**src/rtl/onehot_decoder.sv**
```systemverilog
// ---------------------------------------------------------------------------
// onehot_decoder
//   Parameterized binary-to-one-hot decoder with a zero-latency combinational
//   output and a one-cycle registered copy carrying valid and out-of-range
//   indications.
//
// Parameters
//   IN_W   width of the binary index (1..8)
//   OUT_W  number of one-hot lines (1..2**IN_W)
//
// Ports
//   i_clk      clock, rising edge
//   i_rst      synchronous active-high reset (registered path only)
//   i_en       decode enable; combinational outputs are zero when low
//   i_in       binary index, unsigned
//   o_out      combinational one-hot result
//   o_oor      combinational out-of-range flag (i_in >= OUT_W while enabled)
//   o_out_q    registered one-hot result
//   o_valid_q  registered enable
//   o_oor_q    registered out-of-range flag
//
// Optional feature macro: ONEHOT_DECODER_HOLD_EN
//   When defined, edges with i_en low keep o_out_q / o_oor_q at their last
//   decode (o_valid_q still drops). When undefined they clear to zero.
// ---------------------------------------------------------------------------
module onehot_decoder #(
    parameter int IN_W  = 2,
    parameter int OUT_W = 4
) (
    input  logic             i_clk,
    input  logic             i_rst,
    input  logic             i_en,
    input  logic [IN_W-1:0]  i_in,
    output logic [OUT_W-1:0] o_out,
    output logic             o_oor,
    output logic [OUT_W-1:0] o_out_q,
    output logic             o_valid_q,
    output logic             o_oor_q
);

    // Reject illegal widths at elaboration instead of truncating.
    if (IN_W < 1 || IN_W > 8) begin : g_bad_in_w
        $fatal(1, "onehot_decoder: IN_W=%0d outside 1..8", IN_W);
    end
    if (OUT_W < 1 || OUT_W > (1 << IN_W)) begin : g_bad_out_w
        $fatal(1, "onehot_decoder: OUT_W=%0d outside 1..2**IN_W", OUT_W);
    end

    logic [OUT_W-1:0] w_out;
    logic             w_oor;
    logic [OUT_W-1:0] r_out_q;
    logic             r_valid_q;
    logic             r_oor_q;

    // Each line compares against its own index, so an index >= OUT_W
    // matches no line and the vector is naturally all zeros.
    always_comb begin
        w_out = '0;
        for (int i = 0; i < OUT_W; i++) begin
            w_out[i] = i_en && (i_in == IN_W'(i));
        end
        w_oor = i_en && (32'(i_in) >= 32'(OUT_W));
    end

    always_ff @(posedge i_clk) begin
        if (i_rst) begin
            r_out_q   <= '0;
            r_valid_q <= 1'b0;
            r_oor_q   <= 1'b0;
        end else begin
            r_valid_q <= i_en;
`ifdef ONEHOT_DECODER_HOLD_EN
            if (i_en) begin
                r_out_q <= w_out;
                r_oor_q <= w_oor;
            end
`else
            r_out_q <= w_out;
            r_oor_q <= w_oor;
`endif
        end
    end

    assign o_out     = w_out;
    assign o_oor     = w_oor;
    assign o_out_q   = r_out_q;
    assign o_valid_q = r_valid_q;
    assign o_oor_q   = r_oor_q;

endmodule

```
**config.mk**
```make
export PLATFORM = sky130hd
export DESIGN_NAME = onehot_decoder
export DESIGN_NICKNAME = d
export VERILOG_FILES = /design/src/rtl/onehot_decoder.sv
export SDC_FILE = /design/constraint.sdc
export NUM_CORES = 1
export LEC_CHECK = 0
export CAP_MARGIN = 20
export CORE_AREA = 2 2 39 41
export CTS_CLUSTER_SIZE = 12
export DETAILED_ROUTE_END_ITERATION = 10
export DIE_AREA = 0 0 41 43
export DONT_BUFFER_PORTS = 1
export SLEW_MARGIN = 5
export SYNTH_ARGS = -nofsm -noshare
export SYNTH_HDL_FRONTEND = slang
export SYNTH_SLANG_ARGS = --single-unit
```
**constraint.sdc**
```tcl
create_clock -name i_clk -period 1.17 [get_ports i_clk]
set_input_delay 0.2925 -clock i_clk [delete_from_list [all_inputs] [get_ports i_clk]]
set_output_delay 0.2925 -clock i_clk [all_outputs]
set_load 0.02 [all_outputs]
```
* After elaboration in Yosys (flattened, before gate mapping)
Index checks and enable logic that the tools add are counted. W data, S select, Z words.
Cells by class: eq/ne operators 3, reduce and logical (&&, ||, !) cells 5
Operators with widths (number):
- $eq A2 B2 Y1 const B | 2
- $logic_and A1 B1 Y1 | 4
- $eq A2 B1 Y1 const B | 1
- $logic_not A2 Y1 | 1
Word-level totals: flip-flop bits (word level) 5, input port bits 5, output and inout port bits 11, word-level logic and storage cells 10

* Longest topological paths before layout
Gate-level depths: netlist (run 1).
depth after elaboration 2, gate-level depth with buffers 1, depth with buffers taken out 1

* Least setup slack after synthesis (run 1)
OpenSTA, ideal clock, no wires.
kind in2out, start input i_in[0], end output o_out[0], arrival 0.819 ns, data required time 0.877 ns, slack 0.058 ns, cell stages on the path 1, path buffers 0, cell sequence nor3b_1
On the way: longest elaborated chain between the ends 2
Ends and longest elaborated chain:
- from (decl) | RTL line 33 | input logic [IN_W-1:0] i_in,
- $logic_not A2 Y1 | RTL line 60 | w_out[i] = i_en && (i_in == IN_W'(i));
- $logic_and A1 B1 Y1 | RTL line 60
- to (decl) | RTL line 34 | output logic [OUT_W-1:0] o_out,
Every way passes these cells.

* Worst setup path after layout (run 1)
start register r_out_q[3] (netlist: o_out_q[3]), end output o_out_q[3]
RTL lines:
- from (decl) | RTL line 51 | logic [OUT_W-1:0] r_out_q;
- from (signal assigned) | RTL line 78 | r_out_q <= w_out;
- to (decl) | RTL line 36 | output logic [OUT_W-1:0] o_out_q,
No word-level cell between the ends.

==> impl_metrics.ini, run 1 <==
[die]
initial_core_util_pct = 15.2
die_y_um = 43
fp-row-count = 14
die_x_um = 41
core_area_um2 = 1380
ios = 16
die_area_um2 = 1760

[global_routing]
gr-total-overflow = 0
antenna_found_initial = 0
grt_pass1_wl_um = 655
grt_pass1_vias = 158
grt.total_usage_pct = 6.90
grt_max_degree = 10

[synthesis]
yosys-top-cells-count = 5 x dfxtp_1, 2 x and3b_2, 2 x and4bb_1, 2 x buf_4
synth_fa_ha_area_share_pct = 0
synth-simple-area-share_pct = 43.5
yosysWarnings = 0
synth_top_cell_area_share_pct = 47.6
syn_avg_cell_area_um2 = 12.4
synth-compound-area-share_pct = 0
synth_top_family_by_area = simple AND/OR/NAND/NOR gates
yosysMostFrequentCell = dfxtp_1
synthFlopType = dfxtp_1
synth_xor_area_share_pct = 0
syn-cell-area_um2 = 210
ys_seq_area_share_pct = 47.6
yosysTopAreaCell = dfxtp_1
synth_area_leaders = dfxtp_1 48%, and4bb_1 12%, and3b_2 9.5%
synth_cells = 17
synthMuxAreaShare_pct = 0
async_flop_share_pct = 0
ys_ff_latch = 5
synth_cell_types = 10
synth_edf_count = 0

[sta]
timing.fmax_ghz = 1.05
rsz0062_at_grt = no
min_period_ns = 0.956
drv_slew = 0
hold_viol_final = 0
tns_ns = 0
period_share_pct = 81.7
setup_viol = 0

[power_and_ir_drop]
netSwitchingPower_mw = 0.0861
power.density_nw_per_um2 = 1600
pwr-share-clk_pct = 47.0
p_int_mw = 0.318
p_leak_nw = 0.111
sw_frac_of_total_pct = 21.3
power_frac_seq_pct = 46.0
ir_worst_vdd_mv = 0.188
total_power_mw = 0.404
p_comb_share_pct = 7.0

[critical_path]
endpoint = o_out_q[3]
setup.worst_path.start = o_out_q[3]
cp.depth = 0
critPathKind = flop to primary output
cp_data_arrival_time_ns = 0.66
crit_required_ns = 0.88
endpoint_kind = primary output
start_kind = flop
critPathMaxFanout = 1

[worst_hold_path]
min_path_type = primary input to flop

[clock_tree]
max-clock-path-buffers = 2
cts_root_buf = clkbuf_4
hold_buffers = 0
clk_pin_slew_worst_paths_ns = 0.04
cts_resized = 0
htreeDepth = 1
cts_setup_buffers = 0
cts_sinks = 5
cts_tree = yes
cts_buffers = 3

[cells_and_area]
syn_to_final_growth_pct = 20.2
drive_above_1_share_pct = 38.1
seq_area_um2 = 100
multi_input_area_um2 = 98.8
antenna_cells = 0
nFillCells = 154
final_net_count = 27

[route]
drt_iter0_drc = 2
drc = 0
drt-pass1-iter-count = 2
ant_nets = 0
vias = 143
wl_per_cell_um = 12.2
drt-total-wl_um = 452
viasPerCell = 3.86

[place]
gp_congestion = 0.461
numPortBuffers = 0
hpwl_um = 365

[job]
drv_cap = 0

[status]
status = finished clean
## power groups by stage
stage | clock, mW | combinational [mW] | sequential [mW]
2_1_floorplan | 0 | 0.0304 | 0.188
3_3_place_gp | 0 | 0.0279 | 0.189
3_5_place_dp | 0 | 0.0285 | 0.189
4_1_cts | 0.202 | 0.0286 | 0.186
5_1_grt | 0.216 | 0.0308 | 0.187
6_report | 0.190 | 0.0283 | 0.186
## per-stage QoR
stage                     hold WS, ns  utilization (%)  cell area, um^2  instances  setup slack, ns
after global placement          0.365             16.4              226         33            0.251
after CTS                       0.119             18.3              253         37            0.199
after detailed placement        0.370             16.4              226         33            0.239
after global routing            0.108             18.3              253         37            0.176
after floorplan                 0.363                -              214         18           0.0581
final                           0.128             18.3              253         37            0.214
## registers in the layout, indices dropped and copies added (netlist names)
signal,cells
o_out_q,4
o_valid_q,1
## metal layers
metal / GRT usage (%) / part of all wire [%] / vias up
li1: - / - / 67
met1: 4.13 / 40 / 58
met2: 7.50 / 36 / 16
met3: 8.90 / 22 / 2
met4: 10.0 / 2.0 / 0
met5: 0 / 0 / -
## cell usage in the layout (no fill, tap or decap), types with 2 or more instances in the layout
cell and count:
and4bb_1 2, conb_1 2, dfxtp_1 5, and3b_2 2, clkbuf_4 3
## cell type report
type | instances | share of cell area [%]
clock buffer | 4 | 10.4
multi-input combinational | 11 | 39.1
timing repair buffer | 1 | 2.97
tap | 16 | 7.92
sequential | 5 | 39.6
## worst min path at each step
| stage | from | to | slack, ns | depth (start not counted) |
|---|---|---|---|---|
| CTS | i_in[0] | o_out_q[0] | 0.12 | 1 |
| global route | i_in[0] | o_out_q[0] | 0.11 | 1 |
| global placement | i_in[0] | o_out_q[0] | 0.37 | 1 |
| finish | i_in[0] | o_out_q[0] | 0.13 | 1 |
| detailed placement | i_in[0] | o_out_q[0] | 0.37 | 1 |
| floorplan | i_in[0] | o_out_q[0] | 0.36 | 1 |
## cell families (layout without fill, tap and decap cells)
family | after synthesis | in the layout
and+or+nand+nor | 9 | 9
DFF | 5 | 5
buffers and inverters | 2 | 5
other | 1 | 2
Note: power is estimated with default switching activity, not from simulation.
==> inputs of run 2 (changes only) <==
Clock period 1.17 ns to 0.8 ns, I/O delays scaled along.
==> run 2 against run 1 <==
  * The run now ends with negative setup slack left
  * Flip-flop and latch count did not move
  * Clock power rose by 52%
  * Worst setup slack lost 0.22 ns
  * Sequential share of layout area is 3.4 points higher
  * Combinational power up 51%
==> impl_metrics.ini, run 2 (same netlist as run 1, synthesis figures left out) <==
[cells_and_area]
largest_register_ffs = 4
final_common_cell = dfxtp_4
post-route-util_pct = 20.0
multi_input_area_um2 = 104
final_net_count = 27
nFillCells = 150
seq_area_um2 = 119
antenna_cells = 0
mostFrequentLayoutCells = 5 x dfxtp_4, 3 x clkbuf_4, 2 x and3b_2, 2 x and4bb_1, 2 x conb_1
drive_above_1_share_pct = 66.7
syn_to_final_growth_pct = 31.5

[global_routing]
grt.total_usage_pct = 7.60
grt_max_degree = 10
grt_pass1_vias = 152
grt_pass1_wl_um = 683
antenna_found_initial = 0
gr-total-overflow = 0

[place]
numPortBuffers = 0
gp_congestion = 0.463
hpwl_um = 392

[power_and_ir_drop]
power.density_nw_per_um2 = 2140
sw_frac_of_total_pct = 23.2
ir_worst_vdd_mv = 0.217
netSwitchingPower_mw = 0.138
pwr-share-clk_pct = 48.8
p_comb_share_pct = 7.2
power_frac_seq_pct = 44.0
p_leak_nw = 0.116
p_int_mw = 0.455

[route]
viasPerCell = 3.92
vias = 145
wl_per_cell_um = 13.6
drt-total-wl_um = 505
ant_nets = 0
drc = 0
drt_iter0_drc = 0
drt-pass1-iter-count = 1

[job]
drv_cap = 0

[status]
violations = negative setup slack
status = complete, but fails checks

[sta]
worst_slack_ns = -0.00997
min_period_ns = 0.810
drv_slew = 0
holdWs_ns = 0.0140
period_share_pct = 101
setup_viol = 5
rsz0062_at_grt = yes
timing.fmax_ghz = 1.23
hold_viol_final = 0

[clock_tree]
clk_pin_slew_worst_paths_ns = 0.04
cts_sinks = 5
max-clock-path-buffers = 2
htreeDepth = 1
cts_buffers = 3
cts_tree = yes
cts_root_buf = clkbuf_4

[critical_path]
endpoint_kind = primary output
cp_data_arrival_time_ns = 0.61
start_kind = flop
critPathKind = flop to primary output
critPathMaxFanout = 1
crit_required_ns = 0.60

[die]
core_area_um2 = 1380
initial_core_util_pct = 15.2
die_x_um = 41
fp-row-count = 14
die_area_um2 = 1760
ios = 16
die_y_um = 43

[worst_hold_path]
min_path_type = primary input to flop
[run 2: cell counts in the layout (fill, tap and decap cells not counted)]
Identical to the previous run, type by type.
[run 2: worst paths after layout]
path / start / to / depth (start not counted)
worst max-delay path: o_out_q[0] / o_out_q[0] / 0
worst min-delay path: i_in[0] / o_out_q[0] / 1
[run 2: power by group through the flow]
stage,clock (mW),sequential (mW),combinational (mW)
after floorplan,0,0.275,0.0453
after global placement,0,0.276,0.0417
after detailed placement,0,0.277,0.0429
after CTS,0.301,0.261,0.0431
after global routing,0.318,0.262,0.0459
final,0.289,0.261,0.0427
[run 2: per-stage QoR]
stage	total power, mW	cells	instance area (um^2)	TNS (ns)	setup WS (ns)
final	0.593	37	277	-0.0330	-0.00997
after global routing	0.627	37	277	-0.142	-0.0315
after CTS	0.606	37	277	-0.0871	-0.0213
after detailed placement	0.319	33	231	0	0.0948
after global placement	0.317	33	231	0	0.0967
after floorplan	0.320	18	219	0	0.0624
[run 2: layout make-up]
type	instances	area share, %
clock buffer	4	9.50
timing repair buffer	1	2.71
sequential	5	43.0
tap	16	7.24
multi-input combinational	11	37.6
[run 2: timing repair]
action,CTS,global route
endpoints found under the setup margin,5,5
buffers inserted,0,0
gates resized for setup,10,0
pin swaps,0,0
hold buffers,0,0
[run 2: per-layer routing]
layer | track usage [%] | up-vias | wire length (um)
met1 | 4.44 | 63 | 168
met4 | 10.0 | 0 | 0
met3 | 9.95 | 0 | 115
met5 | 0 | - | 0
li1 | - | 65 | -
met2 | 8.75 | 17 | 221
==> inputs of run 3 (changes only) <==
Settings changed: TNS_END_PERCENT from default to 1.
Clock period 0.8 ns to 0.9 ns, I/O delays scaled along.
==> run 3 against run 2 <==
  * The flow now finishes without violations
  * Combinational power is 12% lower
  * Die area unchanged
  * Via count is 1.4% higher
  * Wire length shrank 9.5%
  * Clock-buffer cell count is the same
  * Total power down 11%
  * Worst setup slack better by 0.077 ns
  * Flip-flop and latch count is the same
  * Non-clock buffer count unchanged
  * Global-route usage is 0.71 points lower
  * Clock power down 14%
  * Cell count is the same
  * Highest routed layer unchanged
==> impl_metrics.ini, run 3 (same netlist as run 1, synthesis figures left out) <==
[status]
status = finished clean

[sta]
period_share_pct = 92.5
timing.fmax_ghz = 1.20
min_period_ns = 0.832
hold_viol_final = 0
holdWs_ns = 0.0498
tns_ns = 0
setup_viol = 0
rsz0062_at_grt = no
drv_slew = 0

[die]
fp-row-count = 14
initial_core_util_pct = 15.2
ios = 16
die_y_um = 43
core_area_um2 = 1380
die_area_um2 = 1760
die_x_um = 41

[critical_path]
endpoint_kind = primary output
critPathMaxFanout = 1
cp_data_arrival_time_ns = 0.61
start_kind = flop
crit_required_ns = 0.67
critPathKind = flop to primary output

[clock_tree]
cts_setup_buffers = 0
cts_root_buf = clkbuf_4
cts_sinks = 5
max-clock-path-buffers = 2
clk_pin_slew_worst_paths_ns = 0.04
cts_buffers = 3
hold_buffers = 0
htreeDepth = 1
cts_tree = yes

[cells_and_area]
final_common_cell = dfxtp_2
drive_above_1_share_pct = 66.7
seq_area_um2 = 106
multi_input_area_um2 = 104
post_layout_nonfiller_instances = 37
syn_to_final_growth_pct = 25.6
final_area_um2 = 264
mostFrequentLayoutCells = 5 x dfxtp_2, 3 x clkbuf_4, 2 x and3b_2, 2 x and4bb_1, 2 x conb_1
nFillCells = 150
final_net_count = 27
largest_register_ffs = 4
antenna_cells = 0
post-route-util_pct = 19.1

[worst_hold_path]
whs_path_depth = 1
min_path_type = primary input to flop
min-delay-start = i_in[0]
holdPathEnd = o_out_q[0]

[route]
drc = 0
ant_nets = 0
drt-total-wl_um = 457
drt-pass1-iter-count = 4
vias = 147
viasPerCell = 3.97
wl_per_cell_um = 12.4
drt_iter0_drc = 2

[place]
hpwl_um = 388
numPortBuffers = 0
placed_area_um2 = 231
gp_congestion = 0.463
dp_cells = 33

[global_routing]
gr-total-overflow = 0
grt_pass1_vias = 146
grt_pass1_wl_um = 621
grt_max_degree = 10
grt.total_usage_pct = 6.89
antenna_found_initial = 0

[power_and_ir_drop]
p_leak_nw = 0.115
power.density_nw_per_um2 = 2010
ir_worst_vdd_mv = 0.260

[job]
drv_cap = 0
[run 3: cell types whose count changed in the layout (fill, tap and decap cells not counted)]
cell	change
dfxtp_2	+5
dfxtp_4	-5
[run 3: cell type report]
| class | instances | area share, % |
|---|---|---|
| Tap cell | 16 | 7.58 |
| Timing Repair Buffer | 1 | 2.84 |
| Sequential cell | 5 | 40.3 |
| Clock buffer | 4 | 9.95 |
| Multi-Input combinational cell | 11 | 39.3 |
[run 3: metal layers]
layer | vias to the layer above | routed length (um) | track usage, %
li1 | 65 | - | -
met1 | 64 | 136 | 2.85
met2 | 18 | 184 | 8.44
met3 | 0 | 136 | 11.0
met4 | 0 | 0 | 8.00
met5 | - | 0 | 0
[run 3: metrics by stage]
step	setup WS (ns)	power, mW
floorplan	0.112	0.285
global placement	0.147	0.282
detailed placement	0.145	0.283
CTS	0.00219	0.541
global route	0.0437	0.554
finish	0.0675	0.530
[run 3: how the worst max path moves through the flow]
stage	cells past startpoint	to	start	slack, ns
3_5_place_dp	2	o_out[0]	i_in[0]	0.14
2_1_floorplan	1	o_out[0]	i_in[0]	0.11
3_3_place_gp	2	o_out[0]	i_in[0]	0.15
5_1_grt	0	o_out_q[0]	o_out_q[0]	0.04
4_1_cts	0	o_out_q[1]	o_out_q[1]	0.002
6_report	0	o_out_q[2]	o_out_q[2]	0.07
[run 3: what timing repair did]
| item | in CTS | in global routing |
|---|---|---|
| endpoints found under the setup margin | 0 | 5 |
| endpoints found under the hold margin | 0 | 0 |
| resized for setup | 0 | 5 |
[run 3: power breakdown]
group | leakage (nW) | internal [mW] | switching (mW) | total, mW
clock | 0.0150 | 0.167 | 0.0821 | 0.249
combinational | 0.0569 | 0.0168 | 0.0208 | 0.0376
sequential | 0.0430 | 0.231 | 0.0116 | 0.243
